[src/rtl/alu_seq_driver.sv]
`default_nettype none
// ============================================================================
// Module      : alu_seq_driver
// Description : Sequencing initiator for an 8-bit combinational ALU. Accepts
//               an operation over a valid/ready command port, drives the ALU
//               A/B/ALU_Sel inputs from registers, and returns the result and
//               flags over a valid/ready response port. A repeat count
//               re-issues the operation with the previous result fed back as A.
// Revision    : 1.0 - initial release
// ----------------------------------------------------------------------------
// Parameters  : WIDTH - operand/result width (must match the ALU)
//               CNT_W - width of the repeat-count field
// Ports       : clk, rst_n                      clock / async active-low reset
//               cmd_valid/ready/sel/a/b/count   command channel
//               alu_a, alu_b, alu_sel           registered ALU inputs
//               alu_result, alu_carry, alu_zero ALU outputs (sampled in EXEC)
//               rsp_valid/ready/result/carry/zero  response channel
//               busy                            FSM not idle
// Options     : ALU_SEQ_STICKY_CARRY_EN - when defined, rsp_carry is the OR
//               of the ALU carry over every iteration of the command;
//               otherwise it is the carry of the final iteration only.
// ============================================================================
module alu_seq_driver #(
  parameter int WIDTH = 8,
  parameter int CNT_W = 4
) (
  input  logic             clk,
  input  logic             rst_n,
  input  logic             cmd_valid,
  output logic             cmd_ready,
  input  logic [2:0]       cmd_sel,
  input  logic [WIDTH-1:0] cmd_a,
  input  logic [WIDTH-1:0] cmd_b,
  input  logic [CNT_W-1:0] cmd_count,
  output logic [WIDTH-1:0] alu_a,
  output logic [WIDTH-1:0] alu_b,
  output logic [2:0]       alu_sel,
  input  logic [WIDTH-1:0] alu_result,
  input  logic             alu_carry,
  input  logic             alu_zero,
  output logic             rsp_valid,
  input  logic             rsp_ready,
  output logic [WIDTH-1:0] rsp_result,
  output logic             rsp_carry,
  output logic             rsp_zero,
  output logic             busy
);

  typedef enum logic [1:0] {
    S_IDLE = 2'd0,
    S_EXEC = 2'd1,
    S_RESP = 2'd2
  } state_t;

  localparam logic [CNT_W-1:0] c_one = CNT_W'(1);

  state_t           r_state,      w_state_nxt;
  logic [WIDTH-1:0] r_alu_a,      w_alu_a_nxt;
  logic [WIDTH-1:0] r_alu_b,      w_alu_b_nxt;
  logic [2:0]       r_alu_sel,    w_alu_sel_nxt;
  logic [CNT_W-1:0] r_remaining,  w_remaining_nxt;
  logic [WIDTH-1:0] r_rsp_result, w_rsp_result_nxt;
  logic             r_rsp_carry,  w_rsp_carry_nxt;
  logic             r_rsp_zero,   w_rsp_zero_nxt;
  logic             r_rsp_valid,  w_rsp_valid_nxt;
`ifdef ALU_SEQ_STICKY_CARRY_EN
  logic             r_carry_acc,  w_carry_acc_nxt;
`endif

  // Next-state and datapath decode; every target defaults to hold.
  always_comb begin
    w_state_nxt      = r_state;
    w_alu_a_nxt      = r_alu_a;
    w_alu_b_nxt      = r_alu_b;
    w_alu_sel_nxt    = r_alu_sel;
    w_remaining_nxt  = r_remaining;
    w_rsp_result_nxt = r_rsp_result;
    w_rsp_carry_nxt  = r_rsp_carry;
    w_rsp_zero_nxt   = r_rsp_zero;
    w_rsp_valid_nxt  = r_rsp_valid;
`ifdef ALU_SEQ_STICKY_CARRY_EN
    w_carry_acc_nxt  = r_carry_acc;
`endif
    case (r_state)
      S_IDLE: begin
        if (cmd_valid) begin
          w_alu_a_nxt     = cmd_a;
          w_alu_b_nxt     = cmd_b;
          w_alu_sel_nxt   = cmd_sel;
          // A zero count still performs one iteration.
          w_remaining_nxt = (cmd_count == '0) ? c_one : cmd_count;
`ifdef ALU_SEQ_STICKY_CARRY_EN
          w_carry_acc_nxt = 1'b0;
`endif
          w_state_nxt     = S_EXEC;
        end
      end
      S_EXEC: begin
        if (r_remaining == c_one) begin
          w_rsp_result_nxt = alu_result;
          w_rsp_zero_nxt   = alu_zero;
`ifdef ALU_SEQ_STICKY_CARRY_EN
          w_rsp_carry_nxt  = r_carry_acc | alu_carry;
`else
          w_rsp_carry_nxt  = alu_carry;
`endif
          w_rsp_valid_nxt  = 1'b1;
          w_state_nxt      = S_RESP;
        end else begin
          // Feed the result back as A; B and the opcode hold. The counter
          // only decrements while above one, so it can never wrap.
          w_alu_a_nxt     = alu_result;
          w_remaining_nxt = r_remaining - c_one;
`ifdef ALU_SEQ_STICKY_CARRY_EN
          w_carry_acc_nxt = r_carry_acc | alu_carry;
`endif
        end
      end
      S_RESP: begin
        if (rsp_ready) begin
          w_rsp_valid_nxt = 1'b0;
          w_state_nxt     = S_IDLE;
        end
      end
      default: begin
        w_rsp_valid_nxt = 1'b0;
        w_state_nxt     = S_IDLE;
      end
    endcase
  end

  always_ff @(posedge clk or negedge rst_n) begin
    if (!rst_n) begin
      r_state      <= S_IDLE;
      r_alu_a      <= '0;
      r_alu_b      <= '0;
      r_alu_sel    <= '0;
      r_remaining  <= '0;
      r_rsp_result <= '0;
      r_rsp_carry  <= 1'b0;
      r_rsp_zero   <= 1'b0;
      r_rsp_valid  <= 1'b0;
`ifdef ALU_SEQ_STICKY_CARRY_EN
      r_carry_acc  <= 1'b0;
`endif
    end else begin
      r_state      <= w_state_nxt;
      r_alu_a      <= w_alu_a_nxt;
      r_alu_b      <= w_alu_b_nxt;
      r_alu_sel    <= w_alu_sel_nxt;
      r_remaining  <= w_remaining_nxt;
      r_rsp_result <= w_rsp_result_nxt;
      r_rsp_carry  <= w_rsp_carry_nxt;
      r_rsp_zero   <= w_rsp_zero_nxt;
      r_rsp_valid  <= w_rsp_valid_nxt;
`ifdef ALU_SEQ_STICKY_CARRY_EN
      r_carry_acc  <= w_carry_acc_nxt;
`endif
    end
  end

  assign cmd_ready  = (r_state == S_IDLE);
  assign busy       = (r_state != S_IDLE);
  assign alu_a      = r_alu_a;
  assign alu_b      = r_alu_b;
  assign alu_sel    = r_alu_sel;
  assign rsp_valid  = r_rsp_valid;
  assign rsp_result = r_rsp_result;
  assign rsp_carry  = r_rsp_carry;
  assign rsp_zero   = r_rsp_zero;

endmodule
`default_nettype wire

[config.mk]
export PLATFORM = sky130hd
export DESIGN_NAME = alu_seq_driver
export DESIGN_NICKNAME = d
export VERILOG_FILES = /design/src/rtl/alu_seq_driver.sv
export SDC_FILE = /design/constraint.sdc
export NUM_CORES = 1
export LEC_CHECK = 0
export CORE_MARGIN = 2
export CORE_UTILIZATION = 47
export CTS_BUF_LIST = sky130_fd_sc_hd__clkbuf_8
export DETAILED_ROUTE_END_ITERATION = 8
export PLACE_DENSITY = 0.86
export SYNTH_ARGS = -nofsm -noshare
export SYNTH_HDL_FRONTEND = slang
export SYNTH_SLANG_ARGS = --single-unit
[constraint.sdc]
create_clock -name clk -period 3.9 [get_ports clk]
set_input_delay 0.78 -clock clk [delete_from_list [all_inputs] [get_ports clk]]
set_output_delay 0.78 -clock clk [all_outputs]
set_load 0.03 [all_outputs]
[Yosys cells after proc, flatten, opt, wreduce, memory -nomap -nowiden]
Index checks and enable logic that the tools add are counted.
Widths: inputs -> output; s select.
Cells by class
  add/subtract/negate cells: 1
  equality and inequality tests: 7
  multiplexer cells: 14
  bitwise logic cells: 1
  reduce and logical (&&, ||, !) cells: 9
Operator list (count)
  $mux 8: 2
  $pmux 8 s2: 1
  $mux 4: 3
  $reduce_and 3->1: 3
  $ne 2x2->1 const B: 4
  $pmux 4 s2: 1
  $mux 2: 3
  $pmux 2 s3: 1
  $eq 4x1->1 const B: 1
  $logic_not 4->1: 1
  $reduce_and 2->1: 2
  $reduce_bool 2->1: 2
  $sub 4x1->4 const B: 1
  $pmux 1 s3: 1
  $eq 2x1->1 const B: 1
  $eq 2x2->1 const B: 1
  $logic_not 2->1: 1
  $mux 1: 2
  $not 1->1: 1
Word-level totals
  register bits: 36
  input port bits: 37
  output and inout bits: 32
  word-level logic and storage cells: 41

[Longest topological paths before layout]
Gate-level depths: netlist (run 1).
  depth in word-level cells: 4
  gate-level depth with buffers: 6
  gate-level depth less buffers: 5

[Least setup slack after synthesis (run 1)]
No wires, ideal clock.
  kind: reg2out
  from: register r_state[0]
  to: output port cmd_ready
  arrival time: 889 ps
  required time: 3120 ps
  path slack: 2231 ps
  cell stages (with the launch flop): 3
  path buffers: 0
  cells stage by stage: dfrtp_1 or2_4 inv_2
On the way
  cells in the longest elaborated chain, start to end: 1
RTL lines
  from (decl): line 57  | state_t r_state, w_state_nxt;
  from (signal assigned): line 147  | r_state <= w_state_nxt;
  $logic_not 2->1: line 162  | assign cmd_ready = (r_state == S_IDLE);
  to (decl): line 30  | output logic cmd_ready,
Every way passes these cells.

[Worst setup path after layout (run 1)]
Same ends and word-level chain as after synthesis.

==> results of run 1 <==
flip-flops by register name (all words and copies together) (netlist names):
signal	count
rsp_result	8
alu_sel	3
rsp_valid	1
rsp_zero	1
r_remaining	4
rsp_carry	1
alu_a	8
r_state	2
alu_b	8
power by group through the flow:
stage	Clock [mW]	Combinational (mW)	Sequential, mW
final	0.458	1.24	0.685
after global routing	0.484	1.31	0.705
after detailed placement	0	1.24	0.687
after CTS	0.466	1.25	0.685
after global placement	0	1.21	0.671
after floorplan	0	0.486	0.988
per-stage QoR:
step / instances / hold slack [ns] / setup WS, ns / instance area, sq um
global placement: 227 / 0.4712 / 1.641 / 2420
CTS: 235 / 0.5006 / 1.329 / 2579
finish: 235 / 0.4958 / 1.333 / 2579
global route: 235 / 0.5248 / 1.273 / 2579
detailed placement: 227 / 0.4837 / 1.592 / 2420
floorplan: 115 / 0.4844 / 2.231 / 1729
critical path, cell delays in order, from the launching register on:
cell	delay (ns)
sky130_fd_sc_hd__dfrtp_1	0.48
sky130_fd_sc_hd__or2_4	0.29
sky130_fd_sc_hd__inv_2	0.06
sky130_fd_sc_hd__clkdlybuf4s50_1	0.66
how the worst max path moves through the flow:
stage,slack [ns],endpoint,cells after the start,startpoint
finish,1.33,cmd_ready,3,r_state[0]
global route,1.27,cmd_ready,3,r_state[0]
CTS,1.33,cmd_ready,3,r_state[0]
detailed placement,1.59,alu_a[6],4,cmd_valid
global placement,1.64,alu_a[0],4,cmd_valid
floorplan,2.23,cmd_ready,2,r_state[0]
cell type report:
| class | instances | share of cell area |
|---|---|---|
| Sequential cell | 36 | 0.3493 |
| Multi-Input combinational cell | 70 | 0.2965 |
| Timing Repair Buffer | 68 | 0.2620 |
| Clock inverter | 3 | 0.03493 |
| Clock buffer | 5 | 0.02669 |
| Tap cell | 48 | 0.02329 |
| Inverter | 5 | 0.007278 |
per-layer routing:
layer	part of all wire	vias up	routed length, microns	global-route usage
li1	-	551	-	-
met1	0.42	598	1678	0.2642
met2	0.50	51	2002	0.3333
met3	0.058	5	231	0.06076
met4	0.014	0	57	0.07979
met5	0	-	0	0
layout by cell type, fill, tap and decap left out, types with 2 or more instances in the layout:
| cell | instances |
|---|---|
| sky130_fd_sc_hd__clkdlybuf4s50_1 | 67 |
| sky130_fd_sc_hd__dfrtp_1 | 36 |
| sky130_fd_sc_hd__mux2_4 | 23 |
| sky130_fd_sc_hd__mux2_1 | 7 |
| sky130_fd_sc_hd__mux2_2 | 7 |
| sky130_fd_sc_hd__clkbuf_8 | 5 |
| sky130_fd_sc_hd__inv_1 | 4 |
| sky130_fd_sc_hd__nand2_1 | 3 |
| sky130_fd_sc_hd__bufinv_16 | 3 |
| sky130_fd_sc_hd__nor2_1 | 2 |
| sky130_fd_sc_hd__a21oi_1 | 2 |
| sky130_fd_sc_hd__a211oi_1 | 2 |
| sky130_fd_sc_hd__mux2i_1 | 2 |
| sky130_fd_sc_hd__a2bb2oi_1 | 2 |
| sky130_fd_sc_hd__ha_1 | 2 |
logic make-up (layout without fill, tap and decap cells):
group,after synthesis,after routing
mux,39,39
buf+inv,9,81
simple gates,19,19
compound gates,10,10
fa+ha+maj,2,2
flops,36,36
==> results by group, run 1 <==
Logic synthesis
  • Top-area cell type share of the netlist area: 0.5210
  • Register bit count reported by yosys: 36
  • Sequential area share after synthesis: 0.5210
  • Synthesized-area fraction occupied by ao, oa, aoi and oai cells: 0.04486
  • Most numerous cell types in the synthesized netlist: 36 x sky130_fd_sc_hd__dfrtp_1, 23 x sky130_fd_sc_hd__mux2_4, 7 x sky130_fd_sc_hd__mux2_1, 7 x sky130_fd_sc_hd__mux2_2
  • Biggest area contributors in the synthesized netlist: sky130_fd_sc_hd__dfrtp_1 52%, sky130_fd_sc_hd__mux2_4 20%, sky130_fd_sc_hd__mux2_1 4.6%
  • Post-synthesis async set-or-reset flop share: 1.000
  • Synthesis Warnings: 0
  • Largest family of logic cells by synthesized area: multiplexers
  • Post-Syn Area: 0.001729 sq mm
  • Most frequent cell after synthesis: sky130_fd_sc_hd__dfrtp_1
  • Synthesized instance count: 115
  • Share of cell area taken by muxes after synthesis: 0.3025
  • Cell type with the highest aggregate area in the netlist: sky130_fd_sc_hd__dfrtp_1
  • Number of flops mapped to enable cells by yosys: 0
  • Post-synth top flop: sky130_fd_sc_hd__dfrtp_1
  • Area share of xor/xnor cells in the synthesized design: 0
  • Share of synthesized cell area in full adder, half adder and majority cells: 0.01447
  • Mapped Nets: 154
  • Average footprint of a synthesized cell: 15.04 sq um
  • Count of cell types in the netlist: 32
  • Fraction of the mapped netlist area in simple logic gates: 0.08032

Critical path
  • Internal reg-to-reg setup slack: 1.99 ns
  • Beginning of the worst register-to-register path: r_state[0]
  • Startpoint kind of the worst setup timing path: flip-flop
  • Data required time of the critical path: 3.12 ns
  • CP Capture Type: output pin
  • Data arrival time of the critical path: 1.79 ns
  • Endpoint of the most critical register-to-register path: rsp_result[0]
  • Critical Setup Path Class: reg -> out
  • Number of cells traversed by the worst register-to-register path: 3
  • Highest net fanout along the worst path: 8

Cells and area
  • Final Core Density: 0.7151
  • Area of combinational cells with multiple inputs: 764.5 sq um
  • # nets final: 225
  • Post-synthesis to final-layout area growth: 49.13%
  • Number of fill cells: 235
  • Proportion of layout cells with a drive suffix above 1: 0.2567
  • # diodes: 0
  • Sequential standard cell area: 900.9 sq um

Clock tree
  • Post-CTS Setup Bufs: 0
  • Depth of the CTS H-tree: 2
  • Clock buffers created by TritonCTS: 5
  • Source-to-sink clock delay at the later pin of the worst-skew pair: 0.29 ns
  • Worst-path clk slew: 0.07 ns
  • # clock sinks: 36
  • Clock tree from TritonCTS: built
  • Hold-fix buffers, CTS: 0
  • Root buf cell: sky130_fd_sc_hd__clkbuf_8
  • Resize count post-CTS: 0
  • Clock buffer depth: 2

GRT
  • Vias in the first global route: 1,259
  • Maximum number of pins on one net before global-route repair: 37
  • Initial antenna violation count: 0
  • Grt ovf: 0
  • First-pass GRT wire length: 6.279 mm
  • Total routing usage reported by global routing: 0.2071

Detailed routing
  • Final routed wire length divided by cell count: 16.89 microns
  • Number of violations reported at the end of detailed-routing iteration 0: 42
  • Vias per cell: 5.128
  • Remaining DRCs: 0
  • Total vias in the final route: 1,205
  • WL final: 3.969 mm
  • First drt pass iteration count: 4
  • Remaining number of nets flagged by the antenna check after routing: 0

Floorplan
  • Die X: 64.66 microns
  • Die Outline Area: 0.004180 sq mm
  • Floorplan Core Area: 0.003606 sq mm
  • Num ports: 69
  • Standard-cell rows: 22
  • Starting utilization of the core area: 0.4795
  • Chip height: 64.66 microns

Power
  • Int Pwr: 1.508 mW
  • Cell Pwr Density: 924.9 mW/mm^2
  • Overall Power: 2.385 mW
  • Proportion of power drawn by flip-flops and latches: 0.287
  • Peak supply drop: 0.3458 mV
  • Leakage dissipation: 1.162 nW
  • Total net switching power: 0.8772 mW
  • Switching part of the total power: 0.3678
  • Clock share of power: 0.192
  • Comb power frac: 0.521

Timing
  • Headroom to the max-slew limit: 0.4660
  • Final-report hold violation count: 0
  • Actual transition at the worst max-transition pin: 0.8010 ns
  • Portion of the clock cycle consumed by the worst path in the final layout: 0.6581
  • Setup Skew: 0.004415 ns
  • TNS Setup: 0 ns
  • Clock period minus worst slack: 2.567 ns
  • Count of pins over their slew limit: 0
  • Fmax: 389.6 MHz
  • RSZ-0062 raised after global routing: no
  • Final setup viols: 0

Hold path
  • Hold Startpoint: rsp_result[1]
  • Instance count along the most critical hold path: 1
  • Type of the tightest min-delay check: reg -> reg
  • Worst Hold Endpoint: rsp_result[1]

Placement
  • Number of buffers inserted by port buffering: 68
  • Routability congestion estimate: 0.8536
  • Placed wire-length estimate after detailed placement: 2.872 mm

Status
  • Result of the run: finished clean

Run
  • Number of max-cap violations: 0
Power figures use the tool's default switching activity.
==> inputs of run 2 (changes only) <==
CORE_UTILIZATION = 45   (was 47)
PLACE_DENSITY = 0.83   (was 0.86)
clock period = 2.53 ns   (was 3.9 ns; I/O delays follow)
==> results by group, run 2 (synthesis results as in run 1) <==
Status
  • Result of the run: finished clean

Detailed routing
  • Total vias in the final route: 1,159 (-3.8%)
  • Final routed wire length divided by cell count: 14.73 microns (-13%)
  • Remaining number of nets flagged by the antenna check after routing: 0 (unchanged)
  • Remaining DRCs: 0 (unchanged)
  • Number of violations reported at the end of detailed-routing iteration 0: 30 (-29%)
  • Vias per cell: 4.932 (-3.8%)
  • WL final: 3.461 mm (-13%)
  • First drt pass iteration count: 4 (unchanged)

GRT
  • First-pass GRT wire length: 5.658 mm (-9.9%)
  • Total routing usage reported by global routing: 0.1728 (-0.03428)
  • Vias in the first global route: 1,214 (-3.6%)
  • Maximum number of pins on one net before global-route repair: 37 (unchanged)
  • Initial antenna violation count: 0 (unchanged)
  • Grt ovf: 0 (unchanged)

Clock tree
  • Source-to-sink clock delay at the later pin of the worst-skew pair: 0.28 ns (about the same)
  • Hold-fix buffers, CTS: 0 (unchanged)
  • Post-CTS Setup Bufs: 0 (unchanged)
  • Clock buffers created by TritonCTS: 5 (unchanged)
  • Resize count post-CTS: 0 (unchanged)
  • Worst-path clk slew: 0.07 ns (about the same)
  • Depth of the CTS H-tree: 2 (unchanged)
  • Root buf cell: sky130_fd_sc_hd__clkbuf_8
  • # clock sinks: 36 (unchanged)
  • Clock tree from TritonCTS: built
  • Clock buffer depth: 2 (unchanged)

Cells and area
  • Most frequent standard cell in the layout excluding fill and tap cells: sky130_fd_sc_hd__clkdlybuf4s50_1
  • # diodes: 0 (unchanged)
  • Area of combinational cells with multiple inputs: 764.5 sq um (unchanged)
  • Sequential standard cell area: 900.9 sq um (unchanged)
  • Most frequent cells in the layout: 67 x sky130_fd_sc_hd__clkdlybuf4s50_1, 36 x sky130_fd_sc_hd__dfrtp_1, 23 x sky130_fd_sc_hd__mux2_4, 7 x sky130_fd_sc_hd__mux2_1, 7 x sky130_fd_sc_hd__mux2_2
  • # nets final: 225 (unchanged)
  • Proportion of layout cells with a drive suffix above 1: 0.2513 (-0.005348)
  • Post-synthesis to final-layout area growth: 46.16%
  • Number of fill cells: 285 (+21%)
  • Area of all placed cells without fillers: 0.002527 sq mm (-2.0%)

Critical path
  • Data required time of the critical path: 2.02 ns (-1.10 ns)
  • Data arrival time of the critical path: 1.74 ns (-0.05 ns)
  • Highest net fanout along the worst path: 8 (unchanged)
  • Number of cells traversed by the worst register-to-register path: 3 (unchanged)
  • CP Capture Type: output pin
  • Startpoint kind of the worst setup timing path: flip-flop
  • Delay contributed by the slowest stage of the critical path: 0.66 ns (about the same)
  • Critical Path, Cell by Cell: or2_4 > inv_2 > clkdlybuf4s50_1
  • Critical Setup Path Class: reg -> out
  • Critical Path Slowest Stage Cell: sky130_fd_sc_hd__clkdlybuf4s50_1

Placement
  • Placement-stage cell area: 0.002420 sq mm (unchanged)
  • Post-placement setup slack: 0.5238 ns (-1.068 ns)
  • Routability congestion estimate: 0.7421 (-13%)
  • Number of buffers inserted by port buffering: 68 (unchanged)
  • Placed wire-length estimate after detailed placement: 2.565 mm (-11%)

Run
  • Number of max-cap violations: 0 (unchanged)

Timing
  • Final-report hold violation count: 0 (unchanged)
  • Setup Skew: 0.002187 ns (-0.002228 ns)
  • Fmax: 446.2 MHz
  • Clock period minus worst slack: 2.241 ns
  • TNS Setup: 0 ns (unchanged)
  • Actual transition at the worst max-transition pin: 0.7719 ns (-0.02910 ns)
  • Portion of the clock cycle consumed by the worst path in the final layout: 0.8858
  • Count of pins over their slew limit: 0 (unchanged)
  • Worst hold slack across all endpoints: 0.2904 ns (-0.2053 ns)
  • Final setup viols: 0 (unchanged)
  • Setup ws final: 0.2888 ns (-1.044 ns)
  • Headroom to the max-slew limit: 0.4854 (+0.01940)
  • RSZ-0062 raised after global routing: no

Floorplan
  • Num ports: 69 (unchanged)
  • Standard-cell rows: 22 (unchanged)
  • Floorplan Core Area: 0.003689 sq mm (+2.3%)
  • Starting utilization of the core area: 0.4688 (-0.01074)
  • Die Outline Area: 0.004355 sq mm (+4.2%)
  • Die X: 65.99 microns (+2.1%)
  • Chip height: 65.99 microns (+2.1%)

Power
  • Cell Pwr Density: 1350 mW/mm^2 (+46%)
  • Leakage dissipation: 1.143 nW (-1.6%)
  • Peak supply drop: 0.6303 mV (+82%)

Hold path
  • Type of the tightest min-delay check: in -> async
==> run 2: changes by cell type in the layout (fill, tap and decap cells not counted), sizes merged <==
cell / change
bufinv: -2
clkinv: +1
inv: +1
==> run 2: worst paths after layout <==
path                       startpoint  slack (ns)            end
setup / recovery           r_state[0]        0.29      cmd_ready
hold / removal                  rst_n        0.29       alu_b[2]
setup reg to reg           r_state[0]        0.68  rsp_result[1]
hold reg to reg              alu_b[6]        0.50       alu_b[6]
max in group asynchronous       rst_n        1.75     r_state[1]
min in group clk             alu_b[6]        0.50       alu_b[6]
==> run 2: layout make-up <==
type	instances	area share
clock buffers	5	0.02723
clock inverters	3	0.01535
inverters	5	0.007426
multi-input cells	70	0.3025
flip-flops and latches	36	0.3564
well taps	48	0.02376
repair buffers	68	0.2673
==> run 2: layer usage <==
layer  vias up  GRT usage  share of wire
met5         -          0              0
met1       549     0.2130           0.45
met2        54     0.2816           0.46
met3         4    0.06474          0.082
met4         0    0.05357         0.0098
li1        552          -              -
==> run 2: per-stage QoR <==
stage,total power [mW],util,std cells
2_1_floorplan,2.271,-,115
3_3_place_gp,2.903,0.6560,227
3_5_place_dp,2.948,0.6560,227
4_1_cts,3.451,0.6852,235
5_1_grt,3.600,0.6852,235
6_report,3.413,0.6852,235
==> run 2: worst max-delay path: cells and delay by family, from the launching register on <==
kind	cells	cell delay, ns
buffers and inverters	2	0.71
DFF	1	0.46
and+or+nand+nor	1	0.28
==> run 2: power breakdown <==
group / internal, mW / total (mW) / switching [mW]
sequential: 0.865 / 1.05 / 0.184
combinational: 0.965 / 1.88 / 0.911
clock: 0.288 / 0.488 / 0.200
total: 2.12 / 3.41 / 1.30
==> inputs of run 3 (changes only) <==
SLEW_MARGIN = 30   (was not set)
==> results of run 3 <==
No change in the layout: final DEF, timing and power equal those of run 2.
